File: src/rtl/uart_pkg.sv
// Shared definitions for the UART receive path: entry layout and widths.
package uart_pkg;

  // Stored entry is {perror, ferror, data[7:0]}.
  localparam int RX_ENTRY_W = 10;
  localparam int PERR_BIT   = 9;
  localparam int FERR_BIT   = 8;
  localparam int ERR_CNT_W  = 8;

  // Pointer width for a power-of-two buffer; never narrower than one bit.
  function automatic int ptr_w(input int depth);
    return (depth > 1) ? $clog2(depth) : 1;
  endfunction

endpackage

File: src/rtl/rx_valid_edge.sv
// Turns a level-style valid (or done) flag into a one-cycle pulse on its
// rising edge. A level already high when reset releases yields one pulse.
module rx_valid_edge (
  input  logic clk,
  input  logic rst_n,
  input  logic level_i,
  output logic pulse_o
);

  logic valid_q;

  // Remember last cycle's level so a long-held valid produces one pulse.
  // NOTE: sequential state uses non-blocking (<=) so every flop samples
  // pre-edge values regardless of process ordering.
  always_ff @(posedge clk or negedge rst_n) begin
    if (!rst_n) valid_q <= 1'b0;
    else        valid_q <= level_i;
  end

  assign pulse_o = level_i & ~valid_q;

endmodule

File: src/rtl/uart_rx_fifo.sv
// Receive-side FWFT byte buffer between the UART receiver and its consumer.
// Stores each received byte with its framing/parity flags, optionally drops
// errored bytes (counting them), and flags bytes lost to a full buffer.
module uart_rx_fifo
  import uart_pkg::*;
#(
  parameter int DEPTH    = 8,
  parameter bit DROP_ERR = 1'b0
) (
  input  logic                   clk,
  input  logic                   reset,
  input  logic [7:0]             Rx_DATA,
  input  logic                   Rx_VALID,
  input  logic                   Rx_FERROR,
  input  logic                   Rx_PERROR,
  input  logic                   rd_en,
  input  logic                   clr_ovf,
  output logic [7:0]             dout,
  output logic                   dout_ferror,
  output logic                   dout_perror,
  output logic                   empty,
  output logic                   full,
  output logic [$clog2(DEPTH):0] count,
  output logic                   overflow,
  output logic [ERR_CNT_W-1:0]   err_count
);

  localparam int PTR_W = ptr_w(DEPTH);
  localparam int CNT_W = PTR_W + 1;

  logic [RX_ENTRY_W-1:0] mem [DEPTH];
  logic [RX_ENTRY_W-1:0] head;

  logic [PTR_W-1:0]     wr_ptr_q, wr_ptr_d;
  logic [PTR_W-1:0]     rd_ptr_q, rd_ptr_d;
  logic [CNT_W-1:0]     count_q, count_d;
  logic                 ovf_q, ovf_d;
  logic [ERR_CNT_W-1:0] err_q, err_d;

  logic push, drop, accept, do_push, do_pop, ovf_evt;

  rx_valid_edge u_edge (
    .clk     (clk),
    .rst_n   (reset),
    .level_i (Rx_VALID),
    .pulse_o (push)
  );

  assign empty = (count_q == '0);
  assign full  = (count_q == CNT_W'(DEPTH));

  // Arbitrate the push/pop pair against the full/empty state.
  always_comb begin
    drop    = DROP_ERR && push && (Rx_FERROR || Rx_PERROR);
    accept  = push && !drop;
    do_pop  = rd_en && !empty;
    // A pop in the same cycle frees the slot, so a full buffer still accepts.
    do_push = accept && (!full || do_pop);
    ovf_evt = accept && full && !do_pop;
  end

  // Next pointer, occupancy and sticky status; an event in the same cycle
  // as clr_ovf takes precedence over the clear.
  always_comb begin
    // NOTE: every always_comb output gets a default first so no path can
    // leave it unassigned and infer a latch.
    wr_ptr_d = wr_ptr_q;
    rd_ptr_d = rd_ptr_q;
    count_d  = count_q;
    ovf_d    = ovf_q;
    err_d    = err_q;
    if (do_push) wr_ptr_d = wr_ptr_q + PTR_W'(1);
    if (do_pop)  rd_ptr_d = rd_ptr_q + PTR_W'(1);
    if (do_push && !do_pop)      count_d = count_q + CNT_W'(1);
    else if (do_pop && !do_push) count_d = count_q - CNT_W'(1);
    if (clr_ovf) begin
      ovf_d = 1'b0;
      err_d = '0;
    end
    if (ovf_evt) ovf_d = 1'b1;
    if (drop && (err_d != '1)) err_d = err_d + ERR_CNT_W'(1);
  end

  // Control state register.
  always_ff @(posedge clk or negedge reset) begin
    if (!reset) begin
      wr_ptr_q <= '0;
      rd_ptr_q <= '0;
      count_q  <= '0;
      ovf_q    <= 1'b0;
      err_q    <= '0;
    end else begin
      wr_ptr_q <= wr_ptr_d;
      rd_ptr_q <= rd_ptr_d;
      count_q  <= count_d;
      ovf_q    <= ovf_d;
      err_q    <= err_d;
    end
  end

  // Entry storage write port.
  // NOTE: the storage array has no reset; its contents are never observed
  // while empty, and leaving it unreset lets it map onto plain RAM.
  always_ff @(posedge clk) begin
    if (do_push) mem[wr_ptr_q] <= {Rx_PERROR, Rx_FERROR, Rx_DATA};
  end

  // First-word-fall-through read port, forced to zero while empty.
  always_comb begin
    head        = mem[rd_ptr_q];
    dout        = 8'h00;
    dout_ferror = 1'b0;
    dout_perror = 1'b0;
    if (!empty) begin
      dout        = head[7:0];
      dout_ferror = head[FERR_BIT];
      dout_perror = head[PERR_BIT];
    end
  end

  assign count     = count_q;
  assign overflow  = ovf_q;
  assign err_count = err_q;

endmodule

File: config.mk
export PLATFORM = sky130hd
export DESIGN_NAME = uart_rx_fifo
export DESIGN_NICKNAME = d
export VERILOG_FILES = /design/src/rtl/uart_pkg.sv /design/src/rtl/rx_valid_edge.sv /design/src/rtl/uart_rx_fifo.sv
export SDC_FILE = /design/constraint.sdc
export NUM_CORES = 1
export LEC_CHECK = 0
export CORE_MARGIN = 3
export CORE_UTILIZATION = 40
export DETAILED_ROUTE_END_ITERATION = 12
export GPL_ROUTABILITY_DRIVEN = 1
export PLACE_DENSITY = 0.57
export SYNTH_ARGS = -nofsm -noshare
export SYNTH_HDL_FRONTEND = slang
export SYNTH_HIERARCHICAL = 1
export SYNTH_SLANG_ARGS = --single-unit
File: constraint.sdc
create_clock -name clk -period 3.2 [get_ports clk]
set_input_delay 0.64 -clock clk [delete_from_list [all_inputs] [get_ports clk]]
set_output_delay 0.64 -clock clk [all_outputs]
set_load 0.02 [all_outputs]
* Yosys cells after proc, flatten, opt, wreduce, memory -nomap -nowiden *
Memories as Yosys holds them, arrays and structs flattened.
Index checks and enable logic that the tools add are counted.

word-level totals
  register bits after elaboration = 12
  bits in writable memories = 80
  input port bits = 15
  output and inout port bits = 25
  logic and storage cells = 36
  memories = 1

memories
  name  depth  width  read ports  clocked after memory_dff  write ports  line                text
  mem   8      10     1           0                         1            uart_rx_fifo.sv:31  logic [RX_ENTRY_W-1:0] mem [DEPTH];

cells by class
  $add $sub $neg = 4
  equality and inequality tests = 1
  muxes and demuxes = 9
  bitwise gates (word level) = 2
  reduce and logical (&&, ||, !) cells = 14

operators by type and width
  kind                 count
  $mux 4               2
  $mux 8               1
  $add 3x1->3 const B  2
  $logic_and 1x1->1    6
  $mux 1               6
  $add 4x1->4 const B  1
  $eq 4x4->1 const B   1
  $logic_not 1->1      4
  $logic_not 4->1      1
  $reduce_bool 2->1    2
  $sub 4x1->4 const B  1
  $and 1x1->1          1
  $logic_or 1x1->1     1
  $not 1->1            1

* Logic depth before layout (Yosys ltp) *
  depth after elaboration = 9
  depth in mapped cells = 9
  mapped depth without buffers = 9

* Hierarchy *
The synthesis kept the hierarchy.

by module, submodules not included
  module         instances  cells each  area each (sq um)  seq. area each (sq um)
  uart_rx_fifo   1          192         3741.1             2677.6
  rx_valid_edge  1          2           38.8               25.0

* Least setup slack after synthesis *
OpenSTA, ideal clock, no wires.

  path type = reg-to-reg
  from = reg count_q[0], in the netlist count[0]
  to = reg count_q[3], in the netlist count[3]
  data arrival time = 2.705 ns
  data required time = 3.069 ns
  setup slack = 0.364 ns
  cell stages (with the launch flop) = 10
  cells stage by stage = dfrtp_1 -> or4b_4 -> o21ai_4 -> inv_1 -> ha_1 -> inv_1 -> ha_1 -> or4_1 -> o211ai_1 -> o211ai_1

between the ends
  word-level cells in the longest chain between the ends = 8
  elaborated cells on any way between the ends = 16
  classes of those cells = add/sub: 2; eq/ne: 1; mux: 2; reduce/logical: 11

ends and longest elaborated chain
  item                                line                text
  start, declared                     uart_rx_fifo.sv:36  logic [CNT_W-1:0] count_q, count_d;
  start signal, assigned              uart_rx_fifo.sv:95  count_q <= count_d;
  $logic_not 4->1                     uart_rx_fifo.sv:49  assign empty = (count_q == '0);
  $logic_not 1->1                     --
  $logic_and 1x1->1                   uart_rx_fifo.sv:56  do_pop = rd_en && !empty;
  $logic_or 1x1->1 *                  uart_rx_fifo.sv:58  do_push = accept && (!full || do_pop);
  $logic_and 1x1->1 *                 uart_rx_fifo.sv:58
  via do_push                         uart_rx_fifo.sv:40  logic push, drop, accept, do_push, do_pop, ovf_evt;
  $logic_not 1->1                     uart_rx_fifo.sv:75  else if (do_pop && !do_push) count_d = count_q - CNT_W'(1);
  $logic_and 1x1->1                   uart_rx_fifo.sv:75
  $reduce_bool 2->1 (no source line)  --

Mark *: on every way through the listed nets, which the timed path passes. The rest lies on a longest branch. The select of a mux whose other input is x is not followed.
A chain may end at the register's enable or synchronous reset.

* Worst setup path in the final report *
  from = reg count_q[1], in the netlist count[1]
  to = out dout[6]

between the ends
  word-level cells in the longest chain between the ends = 2

ends and longest elaborated chain
  item             line                 text
  $logic_not 4->1  uart_rx_fifo.sv:49
  $mux 8           uart_rx_fifo.sv:114  if (!empty) begin
  end, declared    uart_rx_fifo.sv:18   output logic [7:0] dout,

No other way between the ends.

==> impl_metrics.yaml <==
finish:
  area_growth_pct: 18.7
  fin_cells: 359
  fillers: 765
  finalNetCount: 267
  drive_gt1_frac: 0.255
  insertedDiodeCount: 0
timing:
  tightest_slew_ps: 587
  drv_slew: 0
  skew_ps: 8.32
  slew_headroom: 0.608
  setup_viol: 0
  finalCritPeriodShare: 0.955
  final_hold_viol_count: 0
  tns_ps: 0
  rsz0062_at_grt: "no"
  fmax_ghz: 0.327
  finalCriticalPeriod_ps: 3060
route:
  drtPass1Iterations: 4
  antenna_left: 0
  wl_per_cell_microns: 18.9
  wl_mm: 6.80
  drtIter0Drc: 72
  post-route-drc-count: 0
  vias_per_cell: 5.26
  vias: 1890
pwr:
  irDropWorstVdd_uv: 397
  power_mw: 3.88
  p_leak_nw: 1.54
  power_density_nw_per_um2: 865
grt:
  antenna_found_initial: 0
  grt_max_degree: 16
  grt_pass1_vias: 1978
  grt_pass1_wl_mm: 10.9
  track_usage: 0.142
  grt-ovfl-total: 0
synthesis:
  synth_cells: 194
  synth_area_leader_cell: "edfxtp_1"
  ys_ff_latch: 92
  seq_area_frac_synth: 0.715
  ys_top_cells_by_area: "edfxtp_1, mux4_2, dfrtp_1"
  synth_cell_types: 36
  ys_async_sr_fraction: 0.130
  synth_edf_count: 80
  synth-main-ff-cell: "edfxtp_1"
  yosysWarnings: 6
  syn_area_sq_um: 3780
  synth_top_area_frac: 0.636
  syn_area_per_cell_sq_um: 19.5
critical_path:
  r2r_end: "count[3]"
  cp_max_fo: 10
  cp_slowest_cell: "or4_4"
  critPathMaxStageDelay_ps: 580
  crit_required_ps: 2560
  crit_arrival_ps: 2420
  cp_cell_sequence: "or4_4, inv_1, nor2_2, a22o_2, clkdlybuf4s50_1"
  reg2reg_from: "count[0]"
  endpoint: "dout[6]"
  critPathKind: "flop to output pin"
  rrSetupSlack_ps: 320
  cp-startpoint: "count[1]"
  r2r_cells: 10
  startpoint_type: "flop"
  end_kind: "output pin"
clocking:
  path_clk_slew_ps: 90
  post_cts_buffers: 0
  htree_num_levels: 3
  clk_path_buf_depth: 2
  cts_tree: "built"
  clock_sinks: 92
  cts_buffers: 9
  cts_hold_buffers: 0
  clk_latency_ps: 340
  root_buffer: "clkbuf_8"
floorplan:
  std_cell_rows: 34
  dieWidth_microns: 103
  core_region_area_sq_um: 8930
  die_height_microns: 103
  dieArea_sq_um: 10700
  start_util: 0.423
  io_pins: 40
placed_design:
  dp_hpwl_mm: 4.53
  io_buffer_count: 31
  dp_cells: 343
  gp_congestion: 0.772
job:
  drv_cap: 0
worst_hold_path:
  min_path_type: "flop to flop"
outcome:
  status: "complete, no violations"
-- Yosys cell counts, drive strengths merged, types with 2 or more instances --
library cell	instances
or4	2
dfrtp	12
ha	5
nor3	5
nand2	4
mux4	20
xnor2	6
buf	11
nand3	3
o211ai	4
nor2	4
clkbuf	3
o21ai	2
inv	5
edfxtp	80
nand2b	2
mux2	3
a22o	10
a21oi	2
-- power breakdown --
part | switching, mW | internal [mW]
clock | 0.386 | 0.358
combinational | 0.773 | 0.807
sequential | 0.103 | 1.45
total | 1.26 | 2.62
-- how the worst min path moves through the flow --
| stage | start | to | slack [ps] | depth (start not counted) |
|---|---|---|---|---|
| after floorplan | reset | count[0] | 340 | 0 |
| after global placement | rd_ptr_q[2] | rd_ptr_q[2] | 500 | 1 |
| after detailed placement | rd_ptr_q[2] | rd_ptr_q[2] | 490 | 1 |
| after CTS | overflow | overflow | 520 | 1 |
| after global routing | overflow | overflow | 530 | 1 |
| final | overflow | overflow | 510 | 1 |
-- cell usage in the layout, fill, tap and decap left out, drive strengths merged, types with 6 or more instances in the layout --
cell,Yosys,routed
buf,11,17
dfrtp,12,12
conb,1,8
mux4,20,20
inv,5,6
a22o,10,10
clkdlybuf4s50,0,31
edfxtp,80,80
clkbuf,3,9
xnor2,6,6
-- metal layers --
layer	vias up	GRT usage	wire length, microns
li1	869	-	-
met1	974	0.198	3110
met2	37	0.226	3370
met3	10	0.0221	209
met4	0	0.0538	108
met5	-	0	0
-- metrics by stage --
| step | utilization | setup WS, ps | area (sq um) | hold slack [ps] |
|---|---|---|---|---|
| 5_1_grt | 0.502 | 25.1 | 4490 | 534 |
| 2_1_floorplan | - | 364 | 3810 | 344 |
| 4_1_cts | 0.502 | 113 | 4490 | 519 |
| 3_3_place_gp | 0.481 | 192 | 4290 | 495 |
| 3_5_place_dp | 0.481 | 152 | 4290 | 490 |
| 6_report | 0.502 | 144 | 4490 | 512 |
-- area by class of cell --
class	count	area, sq um	area share
Tap cell	108	135	0.0301
Clock inverter	7	66.3	0.0148
Timing Repair Buffer	48	438	0.0976
Clock buffer	9	124	0.0276
Sequential cell	92	2700	0.603
Inverter	5	18.8	0.00418
Multi-Input combinational cell	90	1000	0.223
-- cell families after synthesis --
family	synth area share
AOI/OAI and AO/OA	0.0454
xor gates and xnor gates	0.0139
adders and majority gates	0.0218
buffers and inverters	0.0295
DFF	0.715
muxes	0.132
other	0.000992
and+or+nand+nor	0.0417
-- state kept, by name (all words and copies together) (netlist names) --
| signal | count |
|---|---|
| mem | 80 |
| u_edge/valid_q | 1 |
| rd_ptr_q | 3 |
| count | 4 |
| overflow | 1 |
| wr_ptr_q | 3 |
-- worst max-delay path, delay by kind of cell, from the launching register on --
family / cells / cell delay [ps]
AND/OR/NAND/NOR: 2 / 700
buffers and inverters: 2 / 630
flip-flops: 1 / 450
AO/OA/AOI/OAI: 1 / 280
-- what timing repair did --
| action | CTS | global route |
|---|---|---|
| hold endpoints to repair | 0 | 0 |
| resized for setup | 1 | 0 |
| setup endpoints to repair | 10 | 0 |
(Power assumes the default switching activity.)
